<file path="src/rtl/unidade_controle_exp6.sv">
// Control unit for the memory game: shows the stored sequence each round, then collects and
// checks the player's moves, with a per-move timeout and difficulty latched at game start.
module unidade_controle_exp6 #(
  parameter int unsigned TIMEOUT_CYCLES = 5000,
  parameter int unsigned SHOW_ON        = 500,
  parameter int unsigned SHOW_OFF       = 250
) (
  input  logic       clock,
  input  logic       reset,
  input  logic       jogar,
  input  logic       dificuldade,
  input  logic       jogada,
  input  logic       igual,
  input  logic       fim_endereco,
  input  logic       fim_rodada,
  output logic       zera_endereco,
  output logic       conta_endereco,
  output logic       zera_rodada,
  output logic       conta_rodada,
  output logic       registra,
  output logic       leds_mostra,
  output logic       dificuldade_reg,
  output logic       pronto,
  output logic       acertou,
  output logic       errou,
  output logic       db_timeout,
  output logic [3:0] db_estado
);

  localparam int unsigned MaxShow   = (SHOW_ON > SHOW_OFF) ? SHOW_ON : SHOW_OFF;
  localparam int unsigned MaxCycles = (TIMEOUT_CYCLES > MaxShow) ? TIMEOUT_CYCLES : MaxShow;
  localparam int unsigned TimerW    = (MaxCycles > 1) ? $clog2(MaxCycles) : 1;

  localparam logic [TimerW-1:0] ShowOnLast  = TimerW'(SHOW_ON - 1);
  localparam logic [TimerW-1:0] ShowOffLast = TimerW'(SHOW_OFF - 1);
  localparam logic [TimerW-1:0] TimeoutLast = TimerW'(TIMEOUT_CYCLES - 1);

  typedef enum logic [3:0] {
    StInicial      = 4'h0,
    StPreparacao   = 4'h1,
    StMostraLed    = 4'h2,
    StMostraApaga  = 4'h3,
    StProxMostra   = 4'h4,
    StIniciaJogada = 4'h5,
    StEspera       = 4'h6,
    StRegistra     = 4'h7,
    StCompara      = 4'h8,
    StProxJogada   = 4'h9,
    StProxRodada   = 4'hB,
    StFimAcerto    = 4'hC,
    StFimTimeout   = 4'hD,
    StFimErro      = 4'hE
  } estado_e;

  estado_e           state_q, state_d;
  logic [TimerW-1:0] timer_q, timer_d;
  logic              dificuldade_q, dificuldade_d;

  always_ff @(posedge clock or negedge reset) begin
    if (!reset) begin
      state_q       <= StInicial;
      timer_q       <= '0;
      dificuldade_q <= 1'b0;
    end else begin
      state_q       <= state_d;
      timer_q       <= timer_d;
      dificuldade_q <= dificuldade_d;
    end
  end

  always_comb begin
    state_d = state_q;
    unique case (state_q)
      StInicial:      if (jogar) state_d = StPreparacao;
      StPreparacao:   state_d = StMostraLed;
      StMostraLed:    if (timer_q == ShowOnLast) state_d = StMostraApaga;
      StMostraApaga: begin
        if (timer_q == ShowOffLast) begin
          state_d = fim_endereco ? StIniciaJogada : StProxMostra;
        end
      end
      StProxMostra:   state_d = StMostraLed;
      StIniciaJogada: state_d = StEspera;
      StEspera: begin
        // A press in the last allowed cycle still counts as a move.
        if (jogada) begin
          state_d = StRegistra;
        end else if (timer_q == TimeoutLast) begin
          state_d = StFimTimeout;
        end
      end
      StRegistra:     state_d = StCompara;
      StCompara: begin
        if (!igual) begin
          state_d = StFimErro;
        end else if (fim_endereco && fim_rodada) begin
          state_d = StFimAcerto;
        end else if (fim_endereco) begin
          state_d = StProxRodada;
        end else begin
          state_d = StProxJogada;
        end
      end
      StProxJogada:   state_d = StEspera;
      StProxRodada:   state_d = StMostraLed;
      StFimAcerto, StFimTimeout, StFimErro: begin
        if (jogar) state_d = StPreparacao;
      end
      default:        state_d = StInicial;
    endcase
  end

  // One counter serves both the show phases and the move timeout: it restarts on every state
  // change, which also covers the clears in INICIA_JOGADA and PROX_JOGADA.
  always_comb begin
    timer_d = '0;
    if ((state_d == state_q) &&
        ((state_q == StMostraLed) || (state_q == StMostraApaga) || (state_q == StEspera))) begin
      timer_d = timer_q + TimerW'(1);
    end
  end

  always_comb begin
    dificuldade_d = dificuldade_q;
    if (state_q == StPreparacao) dificuldade_d = dificuldade;
  end

  always_comb begin
    zera_endereco  = 1'b0;
    conta_endereco = 1'b0;
    zera_rodada    = 1'b0;
    conta_rodada   = 1'b0;
    registra       = 1'b0;
    leds_mostra    = 1'b0;
    pronto         = 1'b0;
    acertou        = 1'b0;
    errou          = 1'b0;
    db_timeout     = 1'b0;
    unique case (state_q)
      StPreparacao: begin
        zera_endereco = 1'b1;
        zera_rodada   = 1'b1;
      end
      StMostraLed:    leds_mostra    = 1'b1;
      StProxMostra:   conta_endereco = 1'b1;
      StIniciaJogada: zera_endereco  = 1'b1;
      StRegistra:     registra       = 1'b1;
      StProxJogada:   conta_endereco = 1'b1;
      StProxRodada: begin
        conta_rodada  = 1'b1;
        zera_endereco = 1'b1;
      end
      StFimAcerto: begin
        pronto  = 1'b1;
        acertou = 1'b1;
      end
      StFimTimeout: begin
        pronto     = 1'b1;
        errou      = 1'b1;
        db_timeout = 1'b1;
      end
      StFimErro: begin
        pronto = 1'b1;
        errou  = 1'b1;
      end
      default: ;
    endcase
  end

  assign dificuldade_reg = dificuldade_q;
  assign db_estado       = state_q;

endmodule

</file>
<file path="config.mk">
export PLATFORM = sky130hd
export DESIGN_NAME = unidade_controle_exp6
export DESIGN_NICKNAME = d
export VERILOG_FILES = /design/src/rtl/unidade_controle_exp6.sv
export SDC_FILE = /design/constraint.sdc
export NUM_CORES = 1
export LEC_CHECK = 0
export ABC_AREA = 1
export CORE_MARGIN = 1
export CORE_UTILIZATION = 45
export DETAILED_ROUTE_END_ITERATION = 8
export GPL_ROUTABILITY_DRIVEN = 0
export PLACE_DENSITY_LB_ADDON = 0.2
export SYNTH_ARGS = -nofsm -noshare
export SYNTH_HDL_FRONTEND = slang
export SYNTH_SLANG_ARGS = --single-unit
</file>
<file path="constraint.sdc">
create_clock -name clock -period 2.5 [get_ports clock]
set_clock_uncertainty 0.1 [all_clocks]
set_input_delay 0.75 -clock clock [delete_from_list [all_inputs] [get_ports clock]]
set_output_delay 0.75 -clock clock [all_outputs]
set_load 0.05 [all_outputs]
</file>
* Word-level counts from Yosys, hierarchy flattened
Cells that the tools add are included.
Storage, ports and cells: bits in registers 18, logic and storage cells 54
Cells by class: add/sub/neg operators 1, equal/unequal tests 17, mux-type cells 21, reductions and logical operators 12
Operator list (count):
- $pmux W4 S8 | 1
- $eq A4 B4 Y1 const B | 6
- $mux W4 | 5
- $eq A4 B3 Y1 const B | 4
- $add A13 B1 Y13 const B | 1
- $eq A13 B13 Y1 const B | 1
- $eq A13 B8 Y1 const B | 1
- $eq A13 B9 Y1 const B | 1
- $mux W13 | 1
- $mux W1 | 11
- $reduce_or A3 Y1 | 3
- $eq A4 B2 Y1 const B | 2
- $mux W3 | 2
- $reduce_or A2 Y1 | 3
- $eq A4 B1 Y1 const B | 1
- $eq A4 B4 Y1 | 1
- $logic_not A4 Y1 | 1
- $reduce_or A4 Y1 | 1
- $logic_and A1 B1 Y1 | 2
- $logic_or A1 B1 Y1 | 2
- $mux W2 | 1

* Depth between registers and ports, before layout
Gate-level depths: netlist of the first run.
depth after elaboration 7, mapped depth 15

* Least setup slack after synthesis of the first run
No wires, ideal clock.
path type reg-to-output, from reg state_q[1], in the netlist db_estado[1], to out conta_endereco, arrival 2.106 ns, required time 1.650 ns, path slack -0.456 ns, stages on the path, launching flop included 4, path through dfrtp_1 nor2_1 inv_1 o21ai_0
Between the ends: cells in the longest elaborated chain, start to end 3
Ends and longest elaborated chain:
- from (decl) | line 55 | estado_e state_q, state_d;
- from (signal assigned) | line 61 | state_q <= StInicial;
- from (signal assigned) | line 65 | state_q <= state_d;
- $eq A4 B4 Y1 or $eq A4 B3 Y1 (tied branches) | line 139 | unique case (state_q)
- $reduce_or A2 Y1 (no line) *
- $mux W1 * | line 139
- to (decl) | line 17 | output logic conta_endereco,
Mark *: on every way between the ends. The rest lies on a longest branch, timed or not.

* Worst setup path after layout of the first run
from reg state_q[3], in the netlist db_estado[3], to out db_estado[3]
RTL lines:
- to (decl) | line 27 | output logic [3:0] db_estado
No word-level cell between the ends.

==> out/qor.yml, run 1 <==
status: "finished clean"
post_synth.cell_area_avg_sq_um: 6.66
synth_cell_types: 22
period_share: 0.962
critPathSlowestCell: "clkdlybuf4s50_1"
start_util: 0.496
io_pins: 23
p_per_area_mw_per_mm2: 776
period_needed_ps: 2410
grt_max_degree: 19
worstReg2RegStart: "timer_q[0]"
holdPathStages: 2
overflow: 0
ys_seq_area_frac: 0.354
core_sq_mm: 0.00257
via_per_inst: 4.96
h-tree-depth: 1
rsz0062_at_grt: "false"
worst_slew_pin_slew_ps: 499
cts_sinks: 18
setup_viol: 0
crit_required_ps: 1650
seqCellArea_sq_um: 452
crit_buf_inv: 1
cts_root_buf: "clkbuf_4"
multi_input_area_sq_um: 698
reg2reg_depth: 8
cp-startpoint: "db_estado[3]"
final_core_util: 0.654
maxSlewHeadroom: 0.667
drv_cap: 0
num_rows: 18
grt_usage: 0.223
ys_top_cells_by_area: "dfrtp_1 35%, nand2_1 15%, nor2_1 11%"
synth-async-reset-ratio: 1.00
ys_ff_latch: 18
first_iter_violations: 40
dr.pass1.iters: 4
hold_violations: 0
antenna_cells: 0
yosysTopAreaCell: "dfrtp_1"
synth_edf_count: 0
wl_um: 2880
clk_latency_ps: 300
fillers: 231
synthCells: 191
path_max_fanout: 5
drc: 0
start_kind: "register"
path_clk_slew_ps: 100
cp_top_family: "buffers and inverters"
fin_nets: 229
hold_path_class: "reg2reg"
holdBufCountCts: 0
clock_path_buffers: 2
leakage_nw: 0.869
die_h_um: 55.2
reg2reg_to: "timer_q[12]"
vias: 1229
synth_ff_type: "dfrtp_1"
io_buffers: 22
ir_drop_v: 0.000756
die_x_um: 55.2
worstSetupEndpointType: "output pin"
max_freq_ghz: 0.416
p_total_mw: 1.30
reg2reg_slack_ps: 370
dp.final_hpwl_um: 2230
finalMaxSlewViolations: 0
syn2layout_area_growth_pct: 32.0
postRouteAntennaNets: 0
path_class: "reg2out"
arrival_ps: 1560
numCtsBuffers: 3
yosys_warnings: 0
cp.depth: 1
synth.top_cell.area_share: 0.354
synth.most_common_cell: "nand2_1"
antenna_found_initial: 0
synth_nets: 201
slowest_delay_ps: 830
cts_tree: "done"
crit_end: "db_estado[3]"
drive_gt1_frac: 0.165
netlist_area_sq_mm: 0.00127
grt_pass1_wl_um: 4800
largest_reg_flops: 13
die_area_sq_mm: 0.00304
grt_pass1_vias: 1054
crit_chain: "clkdlybuf4s50_1"
synth_commonest_cells: "50 x nand2_1, 36 x nor2_1, 30 x inv_1, 18 x dfrtp_1, 14 x nand3_1"
post_drt_wl_per_cell_um: 11.6
-- routing by layer --
layer  share of wire  wire length (um)  vias to the layer above  global-route usage
met4          0.0042                12                        0              0.0375
met5               0                 0                        -                   0
met2            0.44              1270                       20               0.315
li1                -                 -                      632                   -
met1            0.51              1480                      575               0.336
met3           0.041               117                        2              0.0628
-- cell type report --
type,instances,area share
flip-flops and latches,18,0.269
inverters,30,0.0671
multi-input cells,141,0.416
well taps,30,0.0224
repair buffers,25,0.204
clock buffers,4,0.0216
-- logic make-up after synthesis --
kind of cell / count (synthesis) / share of synthesized area
compound gates: 7 / 0.0354
xor+xnor: 10 / 0.0688
fa+ha+maj: 2 / 0.0197
buf+inv: 32 / 0.101
flops: 18 / 0.354
simple gates: 122 / 0.421
-- stage by stage --
stage | instance area, sq um | setup WS, ps | hold WS [ps] | instances | TNS, ps
floorplan | 1280 | -86.9 | 354 | 191 | -132
global placement | 1640 | 129 | 367 | 244 | 0
global route | 1680 | 16.0 | 428 | 248 | 0
finish | 1680 | 93.8 | 393 | 248 | 0
detailed placement | 1640 | 84.5 | 369 | 244 | 0
CTS | 1680 | 21.6 | 399 | 248 | 0
-- what timing repair did --
| action | 4_1_cts | 5_1_grt |
|---|---|---|
| gates resized for setup | 0 | 2 |
| endpoints found under the setup margin | 0 | 5 |
| setup buffers | 0 | 0 |
-- how the worst min path moves through the flow --
stage                          from               to
finish              dificuldade_reg  dificuldade_reg
detailed placement  dificuldade_reg  dificuldade_reg
global placement    dificuldade_reg  dificuldade_reg
CTS                 dificuldade_reg  dificuldade_reg
floorplan                     reset     db_estado[0]
global route             timer_q[0]       timer_q[0]
-- power breakdown --
part           internal, mW  switching [mW]
logic                 0.283           0.470
registers             0.324          0.0451
clock network        0.0888          0.0907
total                 0.697           0.606
-- layout by cell type, fill, tap and decap left out --
master,count
nand3_1,14
ha_1,2
inv_1,30
clkbuf_8,1
o21ai_1,2
nor3b_1,1
nand4_1,2
o2111ai_1,1
nor2_1,36
clkbuf_4,3
o21a_1,1
dfrtp_1,17
a311oi_1,1
xnor2_1,2
nor3_2,1
xor2_1,8
nor2_2,11
nand2_1,50
a21oi_1,2
nor3_1,2
dlymetal6s2s_1,1
buf_12,10
nand3_2,2
dfrtp_2,1
clkdlybuf4s50_1,10
nand2_2,3
buf_4,4
No activity file was read; power rests on OpenSTA's default activity.
==> inputs of run 2 (changes only) <==
--- a/config.mk
+++ b/config.mk
@@ -11,6 +11,7 @@
 export DETAILED_ROUTE_END_ITERATION = 8
 export GPL_ROUTABILITY_DRIVEN = 0
 export PLACE_DENSITY_LB_ADDON = 0.2
+export SLEW_MARGIN = 25
 export SYNTH_ARGS = -nofsm -noshare
 export SYNTH_HDL_FRONTEND = slang
 export SYNTH_SLANG_ARGS = --single-unit
==> results of run 2 <==
The final DEF is identical to that of run 1; final timing and power are the same.
==> inputs of run 3 (changes only) <==
--- a/config.mk
+++ b/config.mk
@@ -8,6 +8,7 @@
 export ABC_AREA = 1
 export CORE_MARGIN = 1
 export CORE_UTILIZATION = 45
+export CTS_BUF_LIST = sky130_fd_sc_hd__clkbuf_16
 export DETAILED_ROUTE_END_ITERATION = 8
 export GPL_ROUTABILITY_DRIVEN = 0
 export PLACE_DENSITY_LB_ADDON = 0.2
==> out/qor.yml, run 3 (same netlist as run 1, synthesis figures left out) <==
cts_sinks: 18
dpl_worst_slack_ps: 84.5
post_drt_wl_per_cell_um: 11.7
worstSetupEndpointType: "output pin"
rsz0062_at_grt: "false"
cp-startpoint: "db_estado[0]"
overflow: 0
met3WireLength_um: 178
leakage_nw: 0.869
vias: 1256
status: "finished clean"
cts_tree: "done"
path_class: "reg2out"
place_area_sq_mm: 0.00164
ir_drop_v: 0.000753
clkPwrFrac: 0.221
drv_cap: 0
fin_nets: 229
dr.pass1.iters: 4
start_kind: "register"
path_clk_slew_ps: 50
p_per_area_mw_per_mm2: 837
internal_power_mw: 0.819
dp.final_hpwl_um: 2230
die_h_um: 55.2
hold_violations: 0
seqPwrFrac: 0.257
largest_reg_flops: 13
reg2reg_slack_ps: 400
h-tree-depth: 1
cts_root_buf: "clkbuf_16"
cp_top_family: "buffers and inverters"
numCtsBuffers: 3
max_freq_ghz: 0.417
ctsResizeCount: 0
top_layer: "met4"
postRouteAntennaNets: 0
crit_required_ps: 1650
reg2reg_depth: 8
arrival_ps: 1550
die_x_um: 55.2
setup_tns_ps: 0
core_sq_mm: 0.00257
layout_commonest_cell: "nand2_1"
final_cell_mix: "50 x nand2_1, 36 x nor2_1, 30 x inv_1, 18 x dfrtp_1, 14 x nand3_1"
slowest_delay_ps: 840
period_needed_ps: 2400
setup_ws_ps: 99.5
crit_chain: "clkdlybuf4s50_1"
wl_met1_um: 1410
switching_share: 0.430
crit_buf_inv: 1
maxSlewHeadroom: 0.673
final_core_util: 0.669
final_cell_area_sq_mm: 0.00172
num_rows: 18
setup_viol: 0
start_util: 0.496
drc: 0
antenna_cells: 0
min_from: "dificuldade_reg"
antenna_found_initial: 0
path_max_fanout: 7
syn2layout_area_growth_pct: 35.0
die_area_sq_mm: 0.00304
grt_pass1_wl_um: 4860
finalMaxSlewViolations: 0
drive_gt1_frac: 0.156
cts_setup_buffers: 0
critPathSlowestCell: "clkdlybuf4s50_1"
combPwrFrac: 0.522
cp.depth: 1
wl_um: 2900
first_iter_violations: 33
period_share: 0.960
p_sw_mw: 0.618
holdBufCountCts: 0
grt_usage: 0.230
met2WireLength_um: 1270
grt_pass1_vias: 1068
hold_path_class: "reg2reg"
io_buffers: 22
reg2reg_to: "timer_q[12]"
crit_end: "db_estado[0]"
clock_path_buffers: 2
via_per_inst: 5.06
worstReg2RegStart: "timer_q[0]"
io_pins: 23
grt_max_degree: 19
worst_slew_pin_slew_ps: 489
clk_latency_ps: 250
-- run 3: layout make-up --
type,count,area [sq um]
Clock buffer,3,75.1
Sequential cell,18,450
Timing Repair Buffer,25,340
Fill cell,214,850
Multi-Input combinational cell,141,698
Inverter,30,113
Tap cell,30,37.5
Clock inverter,1,3.75
-- run 3: routing by layer --
metal	up-vias	GRT usage
li1	635	-
met3	4	0.0601
met5	-	0
met1	581	0.332
met2	36	0.325
met4	0	0.0833
-- run 3: per-stage QoR --
step	cells	power (mW)	hold slack (ps)
after floorplan	191	0.849	354
after global placement	244	1.12	367
after detailed placement	244	1.13	369
after CTS	248	1.45	387
after global routing	248	1.53	419
final	248	1.44	382
-- run 3: power groups by stage --
stage | clock network (mW) | registers [mW] | logic [mW]
finish | 0.318 | 0.369 | 0.750
floorplan | 0 | 0.447 | 0.402
CTS | 0.327 | 0.369 | 0.755
global route | 0.338 | 0.377 | 0.821
detailed placement | 0 | 0.373 | 0.753
global placement | 0 | 0.374 | 0.746
-- run 3: worst min path at each step --
stage | end | slack [ps] | depth (start not counted)
floorplan | db_estado[0] | 350 | 0
global placement | dificuldade_reg | 370 | 2
detailed placement | dificuldade_reg | 370 | 2
CTS | dificuldade_reg | 390 | 2
global route | timer_q[0] | 420 | 1
finish | dificuldade_reg | 380 | 2
